[src/rtl/button_debouncer_if.sv]
// Button debouncer bundle: the raw pin going in and the conditioned level, strobes and press count coming out.
// The bench side uses the master modport and the debouncer uses the slave modport.
interface button_debouncer_if #(
  parameter int COUNT_W = 8
);
  logic               btn_n_raw;
  logic               btn_level;
  logic               press_pulse;
  logic               release_pulse;
  logic [COUNT_W-1:0] press_count;
  logic               long_press;

  modport master (
    output btn_n_raw,
    input  btn_level, press_pulse, release_pulse, press_count, long_press
  );

  modport slave (
    input  btn_n_raw,
    output btn_level, press_pulse, release_pulse, press_count, long_press
  );
endinterface

[src/rtl/button_debouncer.sv]
// Debounces an active-low push button into a clean level, press/release strobes and a saturating press count.
// Optional long-press strobe is built only when BTN_LONG_PRESS_EN is defined.
module button_debouncer #(
  parameter int DEBOUNCE_CYCLES   = 16,
  parameter int COUNT_W           = 8,
  parameter int LONG_PRESS_CYCLES = 1000
) (
  input logic             clk,
  input logic             rst,
  button_debouncer_if.slave bus
);

  localparam int CNT_W = $clog2(DEBOUNCE_CYCLES + 1);
  localparam logic [CNT_W-1:0] CNT_LAST = CNT_W'(DEBOUNCE_CYCLES - 1);
  localparam logic [CNT_W-1:0] CNT_ONE  = CNT_W'(1);

  typedef enum logic [1:0] {
    RELEASED,
    PRESS_WAIT,
    PRESSED,
    RELEASE_WAIT
  } state_t;

  state_t             state, state_next, prev_state;
  logic [CNT_W-1:0]   cnt, cnt_next;
  logic               sync1, sync2, btn_s;
  logic               level_d, press_d, release_d;
  logic               level_q, press_q, release_q;
  logic [COUNT_W-1:0] count_q;
  logic               long_q;

  // Sync flops reset to the released (high) pin level so reset never looks like a press.
  always_ff @(posedge clk) begin
    if (rst) begin
      sync1 <= 1'b1;
      sync2 <= 1'b1;
    end else begin
      sync1 <= bus.btn_n_raw;
      sync2 <= sync1;
    end
  end

  assign btn_s = ~sync2;

  always_ff @(posedge clk) begin
    if (rst) begin
      state      <= RELEASED;
      prev_state <= RELEASED;
      cnt        <= '0;
    end else begin
      state      <= state_next;
      prev_state <= state;
      cnt        <= cnt_next;
    end
  end

  always_comb begin
    state_next = state;
    cnt_next   = '0;
    case (state)
      RELEASED: begin
        if (btn_s) begin
          state_next = PRESS_WAIT;
          cnt_next   = CNT_ONE;
        end
      end
      PRESS_WAIT: begin
        if (!btn_s) begin
          state_next = RELEASED;
        end else if (cnt == CNT_LAST) begin
          state_next = PRESSED;
        end else begin
          cnt_next = cnt + CNT_ONE;
        end
      end
      PRESSED: begin
        if (!btn_s) begin
          state_next = RELEASE_WAIT;
          cnt_next   = CNT_ONE;
        end
      end
      RELEASE_WAIT: begin
        if (btn_s) begin
          state_next = PRESSED;
        end else if (cnt == CNT_LAST) begin
          state_next = RELEASED;
        end else begin
          cnt_next = cnt + CNT_ONE;
        end
      end
      default: state_next = RELEASED;
    endcase
  end

  // Strobes key off the state we just entered and where we came from, so only accepted edges fire.
  always_comb begin
    level_d   = (state == PRESSED) || (state == RELEASE_WAIT);
    press_d   = (state == PRESSED) && (prev_state == PRESS_WAIT);
    release_d = (state == RELEASED) && (prev_state == RELEASE_WAIT);
  end

  always_ff @(posedge clk) begin
    if (rst) begin
      level_q   <= 1'b0;
      press_q   <= 1'b0;
      release_q <= 1'b0;
      count_q   <= '0;
    end else begin
      level_q   <= level_d;
      press_q   <= press_d;
      release_q <= release_d;
      if (press_d && (count_q != {COUNT_W{1'b1}})) begin
        count_q <= count_q + 1'b1;
      end
    end
  end

`ifdef BTN_LONG_PRESS_EN
  localparam int HOLD_W = $clog2(LONG_PRESS_CYCLES + 1);
  localparam logic [HOLD_W-1:0] HOLD_LIMIT = HOLD_W'(LONG_PRESS_CYCLES);

  logic [HOLD_W-1:0] hold_cnt;
  logic              armed;

  // Hold count survives a bounce into RELEASE_WAIT; it saturates so the strobe cannot repeat.
  always_ff @(posedge clk) begin
    if (rst) begin
      hold_cnt <= '0;
      armed    <= 1'b1;
      long_q   <= 1'b0;
    end else begin
      long_q <= armed && (hold_cnt == HOLD_LIMIT);
      if (armed && (hold_cnt == HOLD_LIMIT)) begin
        armed <= 1'b0;
      end else if (release_d) begin
        armed <= 1'b1;
      end
      if ((state == PRESSED) && (hold_cnt != HOLD_LIMIT)) begin
        hold_cnt <= hold_cnt + 1'b1;
      end else if ((state == RELEASED) || (state == PRESS_WAIT)) begin
        hold_cnt <= '0;
      end
    end
  end
`else
  assign long_q = 1'b0;
`endif

  assign bus.btn_level     = level_q;
  assign bus.press_pulse   = press_q;
  assign bus.release_pulse = release_q;
  assign bus.press_count   = count_q;
  assign bus.long_press    = long_q;

endmodule

[src/flat_wrapper.sv]
// flat-port wrapper written by rule: the top's interface ports become plain ports
module button_debouncer_flat 
#(
  parameter int DEBOUNCE_CYCLES   = 16,
  parameter int COUNT_W           = 8,
  parameter int LONG_PRESS_CYCLES = 1000
)
  (clk, rst, bus_btn_n_raw, bus_btn_level, bus_press_pulse, bus_release_pulse, bus_press_count, bus_long_press);
  button_debouncer_if #(.COUNT_W(COUNT_W)) bus_i ();
  input logic clk;
  input logic rst;
  input wire logic [$bits(bus_i.btn_n_raw)-1:0] bus_btn_n_raw;
  output wire logic [$bits(bus_i.btn_level)-1:0] bus_btn_level;
  output wire logic [$bits(bus_i.press_pulse)-1:0] bus_press_pulse;
  output wire logic [$bits(bus_i.release_pulse)-1:0] bus_release_pulse;
  output wire logic [$bits(bus_i.press_count)-1:0] bus_press_count;
  output wire logic [$bits(bus_i.long_press)-1:0] bus_long_press;
  assign bus_i.btn_n_raw = bus_btn_n_raw;
  assign bus_btn_level = bus_i.btn_level;
  assign bus_press_pulse = bus_i.press_pulse;
  assign bus_release_pulse = bus_i.release_pulse;
  assign bus_press_count = bus_i.press_count;
  assign bus_long_press = bus_i.long_press;
  button_debouncer #(.DEBOUNCE_CYCLES(DEBOUNCE_CYCLES), .COUNT_W(COUNT_W), .LONG_PRESS_CYCLES(LONG_PRESS_CYCLES)) u_core (.clk(clk), .rst(rst), .bus(bus_i));
endmodule
[config.mk]
export PLATFORM = sky130hd
export DESIGN_NAME = button_debouncer_flat
export DESIGN_NICKNAME = d
export VERILOG_FILES = /design/src/rtl/button_debouncer_if.sv /design/src/rtl/button_debouncer.sv /design/src/flat_wrapper.sv
export SDC_FILE = /design/constraint.sdc
export NUM_CORES = 1
export LEC_CHECK = 0
export ABC_CLOCK_PERIOD_IN_PS = 2700
export CAP_MARGIN = 20
export CORE_MARGIN = 2
export CORE_UTILIZATION = 40
export CTS_BUF_LIST = sky130_fd_sc_hd__clkbuf_4 sky130_fd_sc_hd__clkbuf_8 sky130_fd_sc_hd__clkbuf_16
export CTS_CLUSTER_DIAMETER = 200
export DETAILED_ROUTE_END_ITERATION = 12
export HOLD_SLACK_MARGIN = 0.08
export PLACE_DENSITY = 0.7
export SKIP_CTS_REPAIR_TIMING = 1
export SLEW_MARGIN = 20
export SYNTH_ARGS = -nofsm -noshare
export SYNTH_HDL_FRONTEND = slang
export SYNTH_SLANG_ARGS = --single-unit
[constraint.sdc]
create_clock -name clk -period 2.7 [get_ports clk]
set_input_delay 0.54 -clock clk [delete_from_list [all_inputs] [get_ports clk]]
set_output_delay 0.54 -clock clk [all_outputs]
set_load 0.02 [all_outputs]
# After elaboration in Yosys (flattened, before gate mapping)
# Index checks and enable logic that the tools add are counted.
[word_totals] ff_bits=22 inputBits=3 out_inout_bits=12 wordCells=41
[classes] n_addsub=2 eq_ne=11 n_mux=13 reduce_logical=6
[ops] operator="5-bit one-hot mux with 4 select lines" n=1
[ops] operator="5-bit 2-to-1 mux" n=3
[ops] operator="2-bit 2-to-1 mux" n=6
[ops] operator="8-bit by 1-bit adder with 8-bit output (second input constant)" n=1
[ops] operator="8-bit != test (second input constant)" n=1
[ops] operator="2-bit one-hot mux with 4 select lines" n=1
[ops] operator="2-bit == test (second input constant)" n=3
[ops] operator="5-bit by 1-bit adder with 5-bit output (second input constant)" n=1
[ops] operator="5-bit by 4-bit == test with 1-bit output (second input constant)" n=1
[ops] operator="2-bit by 1-bit == test with 1-bit output (second input constant)" n=2
[ops] operator="4-bit AND reduction" n=1
[ops] operator="1-bit logical AND" n=3
[ops] operator="3-bit by 1-bit != test with 1-bit output (second input constant)" n=1
[ops] operator="3-bit != test (second input constant)" n=1
[ops] operator="2-bit logical NOT" n=1
[ops] operator="1-bit 2-to-1 mux" n=2
[ops] operator="2-bit by 1-bit != test with 1-bit output (second input constant)" n=1
[ops] operator="2-bit != test (second input constant)" n=1
[ops] operator="1-bit logical OR" n=1

# Logic depth before layout (Yosys ltp)
# Gate-level depths: netlist of the first run.
[depth] depth_word=4 mapped_depth=4 depth_no_buf=4

# Least setup slack after synthesis of the first run
# Ideal clock, no wire load.
[synth_path] kind="reg-to-reg" start="register u_core.count_q[0] (netlist: u_core.bus.press_count[0])" end="register u_core.count_q[5] (netlist: u_core.bus.press_count[5])" setup_time_ns=0.123 t_arrival_ns=1.312 t_required_ns=2.577 slack_ns=1.265 stages_incl_launch_ff=5 path_buffers=0 period_less_slack_ns=1.435 path_cell_list="dfxtp_1 -> ha_1 -> nand4_1 -> nand4_1 -> mux2_1"
[synth_via] elab_chain_len=2 elab_cells_between_ends=3 classes_between="add/sub (1); eq/ne (1); reduce/logical (1)"
[synth_rtl] item="start, declared" line="button_debouncer.sv:29" rtl="logic [COUNT_W-1:0] count_q;"
[synth_rtl] item="start signal, assigned" line="button_debouncer.sv:113" rtl="count_q <= count_q + 1'b1;"
[synth_rtl] item="branches (longest 2 deep; another with 8-bit by 1-bit adder with 8-bit output)"
# Parallel ways; which one is timed is not known.
# A chain may end at the register's enable or synchronous reset.

# Final worst setup path of the first run
[layout_path] start="register u_core.count_q[2] (netlist: u_core.bus.press_count[2])" end="output port bus_press_count[2]"
[layout_rtl] item="end, declared" line="flat_wrapper.sv:16" rtl="output wire logic [$bits(bus_i.press_count)-1:0] bus_press_count;"
# No word-level cell between the ends.

==> results.yml, run 1 <==
critical_path:
  path_cells: "clkdlybuf4s50_1"
  cp.arrival_ns: 1.44
  endpoint_kind: "output port"
  crit_slowest_cell: "clkdlybuf4s50_1"
  crit_family: "buffers and inverters"
  cp-start-kind: "flip-flop"
  crit_buf_inv: 1
  crit_required_ns: 2.16
  path_max_fanout: 8
  max_stage_delay_ns: 0.66
  criticalPathCategory: "flip-flop to output port"
clocking:
  path_clk_slew_ns: 0.12
  clock_sinks: 22
  clock_tree.buffer_depth: 2
  cts_htree_levels: 1
  cts_buffers: 3
  clk-insertion-delay-late_ns: 0.30
  cts-root-buf: "clkbuf_4"
  cts_tree: "built"
status:
  outcome: "complete, no violations"
place:
  dp_cells: 131
  dp_slack_ns: 0.820
  hpwl_mm: 1.16
  routabilityCongestion: 0.730
  port_buffers: 13
sta:
  finalHoldViolCount: 0
  setup_viol: 0
  setup_ws_ns: 0.721
  skew_ns: 0.00141
  fin_crit_sh: 0.733
  timing.setup.tns_ns: 0
  rsz0062_at_grt: "false"
  max_freq_ghz: 0.505
  drv_slew: 0
  min_period_ns: 1.98
power:
  power_density_mw_per_mm2: 461
  power.leakage_uw: 0.000435
  power_uw: 523
  peakVddDrop_mv: 0.213
grt:
  grt_pass1_wl_mm: 2.79
  grt_max_degree: 23
  first_global_vias: 653
  grt_antenna_before_repair: 0
  overflow: 0
  track_usage: 0.137
job:
  max_cap_viol_count: 0
floorplan:
  rows: 17
  core_mm2: 0.00223
  die_w_um: 53.0
  die-area_mm2: 0.00280
  io_pins: 15
  dieHeight_um: 53.0
  start_util: 0.429
routing:
  wl_mm: 1.65
  vias_per_cell: 5.22
  post-route-drc-count: 0
  route.detailed.wl_per_inst_um: 12.2
  postRouteAntennaNets: 0
  dr.pass1.iters: 3
  vias: 705
  drtIter0Drc: 5
finish:
  fin_cells: 135
  drive_gt1_frac: 0.0748
  diodes: 0
  nets: 113
  syn2layout_area_growth_pct: 18.4
synth:
  netlist_area_um2: 958
  synthXorXnorAreaFrac: 0.0274
  ys_seq_elements: 22
  synth_area_per_cell_um2: 10.2
  synth.area.mux_share: 0.0457
  synthCells: 94
  synth_compound_area_frac: 0.132
  synth_top_family_by_area: "simple AND/OR/NAND/NOR gates"
  ys_async_sr_fraction: 0
  yosys.area_share.simple: 0.264
  synth.distinct_cells: 32
  synthAdderAreaFrac: 0.0261
  ys_seq_area_frac: 0.460
  synth_nets: 99
  synth_ff_type: "dfxtp_1"
  synth_edf_count: 0
  yosys_warnings: 0
min_path:
  hp-class: "flip-flop to flip-flop"
sequential cells by signal (all words and copies together), names as in the netlist, named ones only:
register / cells
u_core.bus.press_count: 8
u_core.bus.press_pulse: 1
u_core.cnt: 5
u_core.prev_state: 2
u_core.sync2: 1
u_core.sync1: 1
u_core.bus.release_pulse: 1
u_core.bus.btn_level: 1
u_core.state: 1
area by class of cell:
cell class                 instances  area [um2]
timing repair buffer              14         138
multi-input combinational         65         478
tap                               28        35.0
clock buffer                       4        36.3
inverter                           2        7.51
fill                             228        1100
sequential                        22         440
synth_stat cells (2+ instances only):
library cell,n,area share
dfxtp_1,22,0.46
nand3_1,3,0.016
or2_1,2,0.013
a311oi_1,4,0.037
xor2_1,3,0.027
and2_1,5,0.033
nor2b_1,8,0.052
nand4_1,2,0.013
nand2_1,2,0.0078
a21oi_1,3,0.016
buf_2,2,0.010
a211oi_1,3,0.023
and3_1,6,0.039
nor3b_1,2,0.016
inv_1,2,0.0078
mux2_1,3,0.035
and4b_1,2,0.021
ha_1,2,0.026
nor2_1,5,0.020
through the flow:
step                hold slack, ns  utilization  cell area (um2)
floorplan                    0.383            -              958
global placement             0.400        0.492             1100
detailed placement           0.403        0.492             1100
CTS                          0.438        0.508             1130
global route                 0.459        0.508             1130
finish                       0.433        0.508             1130
placed cells by master, fill, tap and decap left out, drive strengths merged:
cell type / n
a211oi: 3
a21oi: 3
a311oi: 5
a31oi: 1
a41oi: 2
and2: 5
and3: 6
and4b: 2
and4bb: 1
buf: 1
clkbuf: 4
clkdlybuf4s50: 13
conb: 1
dfxtp: 22
ha: 2
inv: 2
mux2: 3
mux2i: 1
nand2: 2
nand3: 3
nand4: 2
nand4bb: 1
nor2: 5
nor2b: 8
nor3: 1
nor3b: 2
o21a: 1
or2: 2
xor2: 3
worst paths after layout:
kind | from | to | slack [ns] | cells past startpoint
setup / recovery | u_core.bus.press_count[2] | bus_press_count[2] | 0.72 | 1
setup reg to reg | flip-flop | u_core.bus.press_count[0] | 1.25 | 3
hold reg to reg | u_core.sync1 | u_core.sync2 | 0.43 | 1
hold / removal | u_core.sync1 | u_core.sync2 | 0.43 | 1
kinds of logic (layout without fill, tap and decap cells):
group | Yosys count | in the layout
compound gates | 15 | 15
buf+inv | 7 | 20
other cells | 1 | 1
simple gates | 40 | 40
flops | 22 | 22
fa+ha+maj | 2 | 2
mux | 4 | 4
xor+xnor | 3 | 3
power breakdown:
part	internal, uW	switching, uW
clock	82.2	97.8
sequential	327	1.87
combinational	6.06	8.07
routing by layer:
layer,routed length (um),global-route usage
met1,778,0.166
met2,794,0.227
met5,0,0
met4,14,0.0641
met3,61,0.0311
(Power assumes the default switching activity.)
==> run 2: changes to the inputs <==
- ABC_CLOCK_PERIOD_IN_PS: 2700 -> 2000
- clock period: 2.7 -> 2 ns (I/O delays scaled with it)
==> results.yml, run 2 (synthesis gave the netlist of run 1 again) <==
sta:
  rsz0062_at_grt: "false"
  setup_viol: 0
  skew_ns: 0.00612
  timing.setup.tns_ns: 0
  fin_crit_sh: 0.928
  drv_slew: 0
  max_freq_ghz: 0.539
  min_period_ns: 1.86
  finalHoldViolCount: 0
floorplan:
  core_mm2: 0.00223
  die_w_um: 53.0
  start_util: 0.429
  rows: 17
  dieHeight_um: 53.0
  die-area_mm2: 0.00280
  io_pins: 15
grt:
  grt_antenna_before_repair: 0
  grt_max_degree: 13
  grt_pass1_wl_mm: 2.99
  track_usage: 0.147
  overflow: 0
  first_global_vias: 661
finish:
  multi_input_area_um2: 478
  layout_common_cells: "dfxtp_1, clkdlybuf4s50_1, nor2b_1"
  drive_gt1_frac: 0.0833
  nets: 114
  register_area_um2: 440
  syn2layout_area_growth_pct: 19.2
  diodes: 0
  largest_register_ffs: 8
  num-fill-cells: 200
  final_common_cell: "dfxtp_1"
routing:
  dr.pass1.iters: 4
  post-route-drc-count: 0
  drtIter0Drc: 13
  vias_per_cell: 5.40
  postRouteAntennaNets: 0
  wl_mm: 1.75
  route.detailed.wl_per_inst_um: 12.9
  vias: 735
critical_path:
  r2r_cells: 3
  endpoint: "bus_press_count[2]"
  startpoint: "u_core.bus.press_count[2]"
  cp-start-kind: "flip-flop"
  path_max_fanout: 8
  path_cells: "clkdlybuf4s50_1"
  r2r_end: "u_core.bus.press_count[0]"
  crit_buf_inv: 1
  regToRegStartpoint: "u_core.state[0]"
  crit_required_ns: 1.60
  criticalPathCategory: "flip-flop to output port"
  crit_slowest_cell: "clkdlybuf4s50_1"
  path_depth: 1
  cp.arrival_ns: 1.46
  crit_family: "buffers and inverters"
  max_stage_delay_ns: 0.66
  r2r_setup_slack_ns: 0.55
  endpoint_kind: "output port"
clocking:
  clock_tree.buffer_depth: 2
  path_clk_slew_ns: 0.12
  cts_buffers: 3
  clock_sinks: 22
  cts-root-buf: "clkbuf_4"
  clk-insertion-delay-late_ns: 0.31
  cts_htree_levels: 1
  cts_tree: "built"
place:
  port_buffers: 13
  hpwl_mm: 1.27
  routabilityCongestion: 0.779
power:
  power_density_mw_per_mm2: 622
  power.leakage_uw: 0.000440
  power_uw: 710
  peakVddDrop_mv: 0.268
job:
  max_cap_viol_count: 0
status:
  outcome: "complete, no violations"
min_path:
  hp-class: "flip-flop to flip-flop"
## run 2: routing by layer
metal,vias to the layer above,track usage,share of wire
met1,342,0.194,0.50
met3,4,0.0254,0.041
met4,0,0.0897,0.021
li1,369,-,-
met2,20,0.221,0.44
met5,-,0,0
## run 2: power breakdown
group / switching (uW) / internal [uW]
Combinational: 11.0 / 9.40
Clock: 134 / 111
Sequential: 2.71 / 441
Total: 148 / 562
## run 2: how the worst min path moves through the flow
| stage | from | endpoint | slack [ns] | cells past startpoint |
|---|---|---|---|---|
| after floorplan | u_core.sync1 | u_core.sync2 | 0.38 | 1 |
| after global placement | u_core.sync1 | u_core.sync2 | 0.40 | 1 |
| after detailed placement | u_core.sync1 | u_core.sync2 | 0.41 | 1 |
| after CTS | u_core.sync1 | u_core.sync2 | 0.44 | 1 |
| after global routing | u_core.sync1 | u_core.sync2 | 0.46 | 1 |
| final | u_core.sync1 | u_core.sync2 | 0.43 | 1 |
## run 2: layout make-up
| class | count | area share |
|---|---|---|
| repair buffers | 15 | 0.127 |
| well taps | 28 | 0.0307 |
| clock buffers | 4 | 0.0318 |
| flip-flops and latches | 22 | 0.386 |
| multi-input cells | 65 | 0.418 |
| inverters | 2 | 0.00657 |
## run 2: through the flow
| stage | hold slack [ns] | utilization | std cells | instance area [um2] | setup WS, ns |
|---|---|---|---|---|---|
| finish | 0.427 | 0.511 | 136 | 1140 | 0.143 |
| global route | 0.456 | 0.511 | 136 | 1140 | 0.0864 |
| CTS | 0.442 | 0.511 | 136 | 1140 | 0.135 |
| detailed placement | 0.411 | 0.495 | 132 | 1110 | 0.302 |
| global placement | 0.398 | 0.495 | 132 | 1110 | 0.358 |
| floorplan | 0.383 | - | 94 | 958 | 0.565 |
==> run 3: changes to the inputs <==
- CTS_BUF_LIST: sky130_fd_sc_hd__clkbuf_4 sky130_fd_sc_hd__clkbuf_8 sky130_fd_sc_hd__clkbuf_16 -> unset
==> results of run 3 <==
The final DEF is identical to that of run 2; final timing and power are the same.
